### src/rtl/ccc_pkg.sv
// Shared types and default constants for the CCC clock-enable generator.
// Imported by the top and the per-channel divider.
package ccc_pkg;

  localparam int NUM_CH_DEF      = 4;
  localparam int DIV_W_DEF       = 8;
  localparam int LOCK_FILT_DEF   = 16;
  localparam int RST_STAGGER_DEF = 8;

  typedef enum logic [1:0] {
    WAIT_LOCK = 2'd0,
    RELEASE   = 2'd1,
    RUN       = 2'd2
  } state_e;

endpackage

### src/rtl/ccc_clken_div.sv
// Per-channel divider: one-cycle enable every div+1 cycles while released.
// The divide value is captured into the counter at reload time.
module ccc_clken_div
  import ccc_pkg::*;
#(
  parameter int DIV_W = DIV_W_DEF
) (
  input  logic             clk,
  input  logic             arst,
  input  logic             rst_n,
  input  logic             load,
  input  logic [DIV_W-1:0] val,
  output logic             clken
);

  logic [DIV_W-1:0] div_q;
  logic [DIV_W-1:0] cnt_q;

  // Writes land in div_q; the running period lives in cnt_q only,
  // so a mid-period write never truncates or extends it.
  always_ff @(posedge clk or posedge arst) begin
    if (arst) begin
      div_q <= '0;
      cnt_q <= '0;
    end else begin
      if (load) div_q <= val;
      if (!rst_n)
        cnt_q <= '0;
      else if (cnt_q == '0)
        cnt_q <= div_q;
      else
        cnt_q <= cnt_q - 1'b1;
    end
  end

  assign clken = rst_n && (cnt_q == '0);

endmodule

### src/rtl/ccc_clken_gen.sv
// Lock-qualified, staggered reset release and clock-enable generation
// for NUM_CH fabric domains running off a single CCC output clock.
module ccc_clken_gen
  import ccc_pkg::*;
#(
  parameter int NUM_CH      = NUM_CH_DEF,
  parameter int DIV_W       = DIV_W_DEF,
  parameter int LOCK_FILT   = LOCK_FILT_DEF,
  parameter int RST_STAGGER = RST_STAGGER_DEF
) (
  input  logic              CLK0,
  input  logic              ARST,
  input  logic              LOCK,
  input  logic              DIV_LOAD,
  input  logic [2:0]        DIV_CH,
  input  logic [DIV_W-1:0]  DIV_VAL,
  output logic [NUM_CH-1:0] CLKEN,
  output logic [NUM_CH-1:0] RST_N_OUT,
  output logic              LOCKED,
  output logic [7:0]        LOST_CNT
);

  localparam int FW = $clog2(LOCK_FILT + 1);
  localparam int SW = $clog2(RST_STAGGER * NUM_CH + 1);

  logic lock_s1, lock_s;

  state_e            state_q, state_d;
  logic [FW-1:0]     filt_q, filt_d;
  logic [SW-1:0]     stag_q, stag_d;
  logic [NUM_CH-1:0] rst_n_q, rst_n_d;
  logic              locked_q, locked_d;
  logic [7:0]        lost_q, lost_d;

  always_ff @(posedge CLK0 or posedge ARST) begin
    if (ARST) begin
      lock_s1 <= 1'b0;
      lock_s  <= 1'b0;
    end else begin
      lock_s1 <= LOCK;
      lock_s  <= lock_s1;
    end
  end

  always_ff @(posedge CLK0 or posedge ARST) begin
    if (ARST) begin
      state_q  <= WAIT_LOCK;
      filt_q   <= '0;
      stag_q   <= '0;
      rst_n_q  <= '0;
      locked_q <= 1'b0;
      lost_q   <= '0;
    end else begin
      state_q  <= state_d;
      filt_q   <= filt_d;
      stag_q   <= stag_d;
      rst_n_q  <= rst_n_d;
      locked_q <= locked_d;
      lost_q   <= lost_d;
    end
  end

  always_comb begin
    state_d  = state_q;
    filt_d   = '0;
    stag_d   = '0;
    rst_n_d  = rst_n_q;
    locked_d = locked_q;
    lost_d   = lost_q;
    unique case (state_q)
      WAIT_LOCK: begin
        rst_n_d  = '0;
        locked_d = 1'b0;
        if (lock_s) begin
          if (filt_q == FW'(LOCK_FILT - 1))
            state_d = RELEASE;
          else
            filt_d = filt_q + 1'b1;
        end
      end
      RELEASE, RUN: begin
        if (!lock_s) begin
          state_d  = WAIT_LOCK;
          rst_n_d  = '0;
          locked_d = 1'b0;
          if (lost_q != 8'hFF) lost_d = lost_q + 1'b1;
        end else if (state_q == RELEASE) begin
          stag_d = stag_q + 1'b1;
          for (int i = 0; i < NUM_CH; i++)
            if (stag_q == SW'(RST_STAGGER * (i + 1)))
              rst_n_d[i] = 1'b1;
          if (stag_q == SW'(RST_STAGGER * NUM_CH)) begin
            state_d  = RUN;
            locked_d = 1'b1;
          end
        end
      end
      default: state_d = WAIT_LOCK;
    endcase
  end

  for (genvar g = 0; g < NUM_CH; g++) begin : g_ch
    ccc_clken_div #(
      .DIV_W(DIV_W)
    ) u_div (
      .clk   (CLK0),
      .arst  (ARST),
      .rst_n (rst_n_q[g]),
      .load  (DIV_LOAD && (DIV_CH == 3'(g))),
      .val   (DIV_VAL),
      .clken (CLKEN[g])
    );
  end

  assign RST_N_OUT = rst_n_q;
  assign LOCKED    = locked_q;
  assign LOST_CNT  = lost_q;

endmodule
### config.mk
export PLATFORM = sky130hd
export DESIGN_NAME = ccc_clken_gen
export DESIGN_NICKNAME = d
export VERILOG_FILES = /design/src/rtl/ccc_pkg.sv /design/src/rtl/ccc_clken_div.sv /design/src/rtl/ccc_clken_gen.sv
export SDC_FILE = /design/constraint.sdc
export NUM_CORES = 1
export LEC_CHECK = 0
export ABC_AREA = 1
export BUFFER_PORTS_ARGS = -buffer_cell sky130_fd_sc_hd__clkbuf_2
export CORE_MARGIN = 4
export CORE_UTILIZATION = 42
export DETAILED_ROUTE_END_ITERATION = 7
export GPL_ROUTABILITY_DRIVEN = 0
export HOLD_SLACK_MARGIN = 0.05
export PLACE_DENSITY = 0.69
export RECOVER_POWER = 25
export SYNTH_ARGS = -nofsm -noshare
export SYNTH_HDL_FRONTEND = slang
export SYNTH_HIERARCHICAL = 1
export SYNTH_SLANG_ARGS = --single-unit
### constraint.sdc
create_clock -name CLK0 -period 1.5 [get_ports CLK0]
set_clock_uncertainty 0.1 [all_clocks]
set_input_delay 0.3 -clock CLK0 [delete_from_list [all_inputs] [get_ports CLK0]]
set_output_delay 0.3 -clock CLK0 [all_outputs]
set_load 0.1 [all_outputs]
==> results by stage <==
Run status:
- The run finished, with violations left.
- The final reports fail on negative setup slack.

Clock tree:
- The H-tree was split into 3 levels.
- The cell sitting at the root of the clock tree is a sky130_fd_sc_hd__clkbuf_16.
- CTS saw approximately 90 sinks.
- The insertion delay of the later-clocked pin in the worst-skew pair is around 0.33 ns.
- The number of buffers created by CTS is 9.
- The clock-pin slew on the worst setup and hold paths is about 0.060 ns.
- The worst-case clock buffer depth is 2.
- The CTS tree is built.

Finish:
- The final antenna diode count is 0.
- Of the cells placed in the final design, the portion with a size suffix greater than 1 is 0.335.
- The area taken by multi-input logic gates is ~2400 um2.
- The sequential cell area is between 2000 and 2500 um2.
- At the end of the flow, the number of nets in the layout was between 700 and 800.
- The post-route non-filler standard cell count is 836.
- Fill cells in the final layout number roughly 930.
- The area growth from synthesis to layout is 35.3%.

Critical path:
- The delay of the slowest cell on the worst path is 0.40 ns.
- The family with the most delay on the worst path is flip-flops.
- The worst path buffer plus inverter count is 3.
- The critical path goes through inv_2 > ha_4 > nand2_2 > nor2_4 > inv_2 > nor2_4 > buf_12.
- The startpoint identified for the worst register-to-register timing path is state_q[1].
- The critical path's slowest cell is sky130_fd_sc_hd__dfrtp_1.
- The capture point of the worst path is CLKEN[1].
- The data required time of the critical path is ~1.1 ns.
- The worst register-to-register path ends at RST_N_OUT[1].
- The source of the critical timing path is g_ch[1].u_div/cnt_q[1].
- The flop-to-flop setup slack is 0.02 ns.
- The critical path startpoint category is a flip-flop.
- The number of cells traversed by the worst register-to-register path is 7.
- The depth of the critical timing path with buffers and inverters included is 7.
- The largest fanout of any net on the critical path is 2.
- The arrival time of data at the critical path endpoint is approximately 1.4 ns.
- The endpoint type of the worst setup path is an output pin.
- The critical path class is flip-flop to output pin.

Floorplan:
- The number of primary I/O pins is 32.
- The height of the die is between 100 and 150 um.
- The initial utilization of the core area, before any placement, comes to 0.436.
- The initialized floorplan defines 38 standard-cell rows.
- The die span in x is between 100 and 150 um.
- After floorplanning, the core was sized to cover between 10000 and 15000 um2.
- The full die area is 13200 um2.

GRT:
- The overall global routing resource usage is 0.173.
- The number of antenna violations at the first check in global routing is 0.
- The pin count of the biggest net entering global routing is 28.
- The first global-routing pass estimated 18500 um of wire.
- The global route total overflow is 0.
- The number of global-route vias before repair came to ~4100.

Routing:
- The number of nets still failing antenna checks after routing is 0.
- The number of DRC markers after the initial detailed-route iteration is around 180.
- The final route contains roughly 4100 vias.
- The final routed DRC violation total is 0.
- Dividing the detail-routed via count by the number of cells gives approximately 4.9.
- The routed design has 10900 um of wire.
- The count of TritonRoute iterations in the first routing pass is 5.
- In the final routed layout, each cell accounts on average for 13.0 um.

Power and ir drop:
- Power spread over the standard cell area amounts to ~1100 nW/um2.
- The proportion of power drawn by the clock network is 0.315.
- The switching portion of total power is 0.333.
- The worst-case IR drop observed on VDD is ~0.0016 V.
- The internal power of the cells totals roughly 4.9 mW.
- The share of total power dissipated in sequential elements is 0.406.
- The leakage power is around 3.1 nW.
- The switching power is between 2 and 2.5 mW.
- Of the total power, combinational logic draws 0.279.

Synthesis:
- The Yosys step of the flow raised 6 warnings.
- The count of distinct cell types in the synthesized netlist is 29.
- The share of the Yosys chip area taken by registers is 0.473.
- Counting every net in the synthesized netlist gives between 600 and 700.
- The cell area that synthesis handed to floorplanning was between 4000 and 5000 um2.
- After synthesis the netlist holds a flip-flop and latch count of between 90 and 100.
- The mean area per synthesized cell is a little over 8 um2.
- Synthesis produced between 500 and 600 cells.

STA:
- The final count of pins violating max slew is 0.
- Setup repair after global routing could not meet its margin everywhere.
- The setup-violating endpoint count in the final report is 7.
- Across all setup checks in the final design, the least slack found is -0.338 ns.
- The measured slew at the worst slew-check pin is approximately 0.53 ns.
- The clock period minus worst slack is around 1.8 ns.
- The number of failing hold endpoints at the final stage was 0.
- Timing would allow up to 544 MHz.
- The worst slew margin relative to its limit is 0.645.
- The final period utilization is 1.23.

Run:
- Max-cap violations in this run came to 0.

Worst hold path:
- The path class of the tightest hold or removal check is input pin to flip-flop.
- The worst hold path was traced through 3 stages.

Placement:
- In this run the tool buffered the top-level ports with 31 buffer cells.
- The pre-CTS setup slack is -0.111 ns.
- Once placement completed, the tool counted placed cells totaling 800.
- The HPWL after detailed placement is around 7700 um.
==> worst reg2reg max path: cells and delay by family, from the launching register on <==
| kind | cells | cell delay [ns] |
|---|---|---|
| and+or+nand+nor | 4 | 0.38 |
| adders and majority gates | 1 | 0.29 |
| DFF | 1 | 0.38 |
| buffers and inverters | 1 | 0.07 |
| AOI/OAI and AO/OA | 1 | 0.15 |
==> per-layer routing <==
metal / part of all wire / GRT usage / vias to the layer above
li1: - / - / 2045
met1: 0.44 / 0.214 / 1930
met2: 0.52 / 0.307 / 74
met3: 0.034 / 0.0416 / 14
met4: 0.012 / 0.0391 / 0
met5: 0 / 0 / -
==> cells in the mapped netlist <==
cell	number	area, um2
sky130_fd_sc_hd__nand2_1	122	458
sky130_fd_sc_hd__inv_1	102	383
sky130_fd_sc_hd__dfrtp_1	91	2280
sky130_fd_sc_hd__nor2_1	77	289
sky130_fd_sc_hd__o21ai_0	45	225
sky130_fd_sc_hd__nand3_1	30	150
sky130_fd_sc_hd__a21oi_1	25	125
sky130_fd_sc_hd__ha_1	16	200
sky130_fd_sc_hd__mux2_2	12	135
sky130_fd_sc_hd__a21oi_2	8	70.1
sky130_fd_sc_hd__o21ai_2	8	70.1
sky130_fd_sc_hd__xor2_1	7	61.3
sky130_fd_sc_hd__nand4_1	6	37.5
sky130_fd_sc_hd__nor2_2	6	37.5
sky130_fd_sc_hd__nor2_4	5	56.3
sky130_fd_sc_hd__nor3_1	5	25.0
sky130_fd_sc_hd__buf_6	4	45.0
sky130_fd_sc_hd__clkbuf_1	4	15.0
sky130_fd_sc_hd__nand2_2	4	25.0
sky130_fd_sc_hd__xnor2_1	4	35.0
sky130_fd_sc_hd__nand3b_1	2	15.0
sky130_fd_sc_hd__a211oi_1	1	7.51
sky130_fd_sc_hd__buf_4	1	7.51
sky130_fd_sc_hd__inv_4	1	6.26
sky130_fd_sc_hd__nand2_4	1	11.3
sky130_fd_sc_hd__nand2_8	1	20.0
sky130_fd_sc_hd__nand3_2	1	10.0
sky130_fd_sc_hd__nor3b_1	1	7.51
sky130_fd_sc_hd__o21ai_1	1	5.00
==> cell type report <==
| class | count | area share |
|---|---|---|
| inverters | 103 | 0.0598 |
| well taps | 140 | 0.0269 |
| repair buffers | 98 | 0.140 |
| flip-flops and latches | 91 | 0.354 |
| multi-input cells | 388 | 0.371 |
| clock inverters | 5 | 0.00942 |
| clock buffers | 11 | 0.0388 |
==> per-stage QoR <==
stage / hold slack, ns / area [um2] / setup TNS [ns] / utilization / power (mW)
2_1_floorplan: 0.114 / 4950 / -1.34 / - / 4.19
3_3_place_gp: 0.232 / 5820 / -0.0308 / 0.527 / 4.66
3_5_place_dp: 0.240 / 5820 / -0.729 / 0.527 / 4.74
4_1_cts: 0.144 / 6290 / -1.47 / 0.570 / 7.20
5_1_grt: 0.165 / 6510 / -2.04 / 0.590 / 7.78
6_report: 0.154 / 6510 / -1.35 / 0.590 / 7.38
==> logic make-up after synthesis <==
family | after synthesis | synth area share
and+or+nand+nor | 261 | 0.237
buffers and inverters | 112 | 0.0949
DFF | 91 | 0.473
AOI/OAI and AO/OA | 88 | 0.105
adders and majority gates | 16 | 0.0416
muxes | 12 | 0.0281
xor gates and xnor gates | 11 | 0.0200
==> worst min path at each step <==
stage               startpoint                endpoint
CTS                 DIV_VAL[0]  g_ch[3].u_div/div_q[0]
global placement       lock_s1                  lock_s
finish              DIV_VAL[0]  g_ch[0].u_div/div_q[0]
global route        DIV_VAL[0]  g_ch[3].u_div/div_q[0]
floorplan                 ARST  g_ch[0].u_div/cnt_q[0]
detailed placement     lock_s1                  lock_s
==> placed cells by master (no fill, tap or decap), types with 7 or more instances in the layout <==
master / synthesis / routed
sky130_fd_sc_hd__nor2_4: 5 / 16
sky130_fd_sc_hd__a21oi_2: 8 / 12
sky130_fd_sc_hd__nand2_2: 4 / 9
sky130_fd_sc_hd__inv_1: 102 / 87
sky130_fd_sc_hd__o21ai_2: 8 / 8
sky130_fd_sc_hd__inv_2: 0 / 15
sky130_fd_sc_hd__nand3_1: 30 / 26
sky130_fd_sc_hd__nor2_1: 77 / 58
sky130_fd_sc_hd__nand2_4: 1 / 7
sky130_fd_sc_hd__clkbuf_2: 0 / 16
sky130_fd_sc_hd__nor2_2: 6 / 14
sky130_fd_sc_hd__mux2_2: 12 / 12
sky130_fd_sc_hd__dfrtp_1: 91 / 79
sky130_fd_sc_hd__clkbuf_16: 0 / 9
sky130_fd_sc_hd__xor2_1: 7 / 7
sky130_fd_sc_hd__o21ai_0: 45 / 40
sky130_fd_sc_hd__buf_4: 1 / 59
sky130_fd_sc_hd__nand2_1: 122 / 111
sky130_fd_sc_hd__ha_4: 0 / 10
sky130_fd_sc_hd__buf_12: 0 / 17
sky130_fd_sc_hd__a21oi_1: 25 / 21
==> flip-flops by register name, summed over array words and instances (netlist names) <==
register          flops
filt_q                5
RST_N_OUT             4
state_q               2
LOST_CNT              8
lock_s1               1
stag_q                6
lock_s                1
g_ch.u_div/div_q     32
g_ch.u_div/cnt_q     32
==> power groups by stage <==
stage	combinational [mW]	sequential [mW]	clock, mW
finish	2.06	2.99	2.33
global route	2.26	3.03	2.49
CTS	1.82	2.99	2.39
detailed placement	1.70	3.03	0
global placement	1.65	3.02	0
floorplan	0.883	3.30	0
==> what timing repair did <==
action / in CTS / in global routing
resized for setup: 15 / 51
setup buffers: 11 / 11
setup endpoints to repair: 22 / 39
pin swaps: 10 / 25
hold buffers: 2 / 0
hold endpoints to repair: 92 / 0
Note: power is estimated with default switching activity, not from simulation.
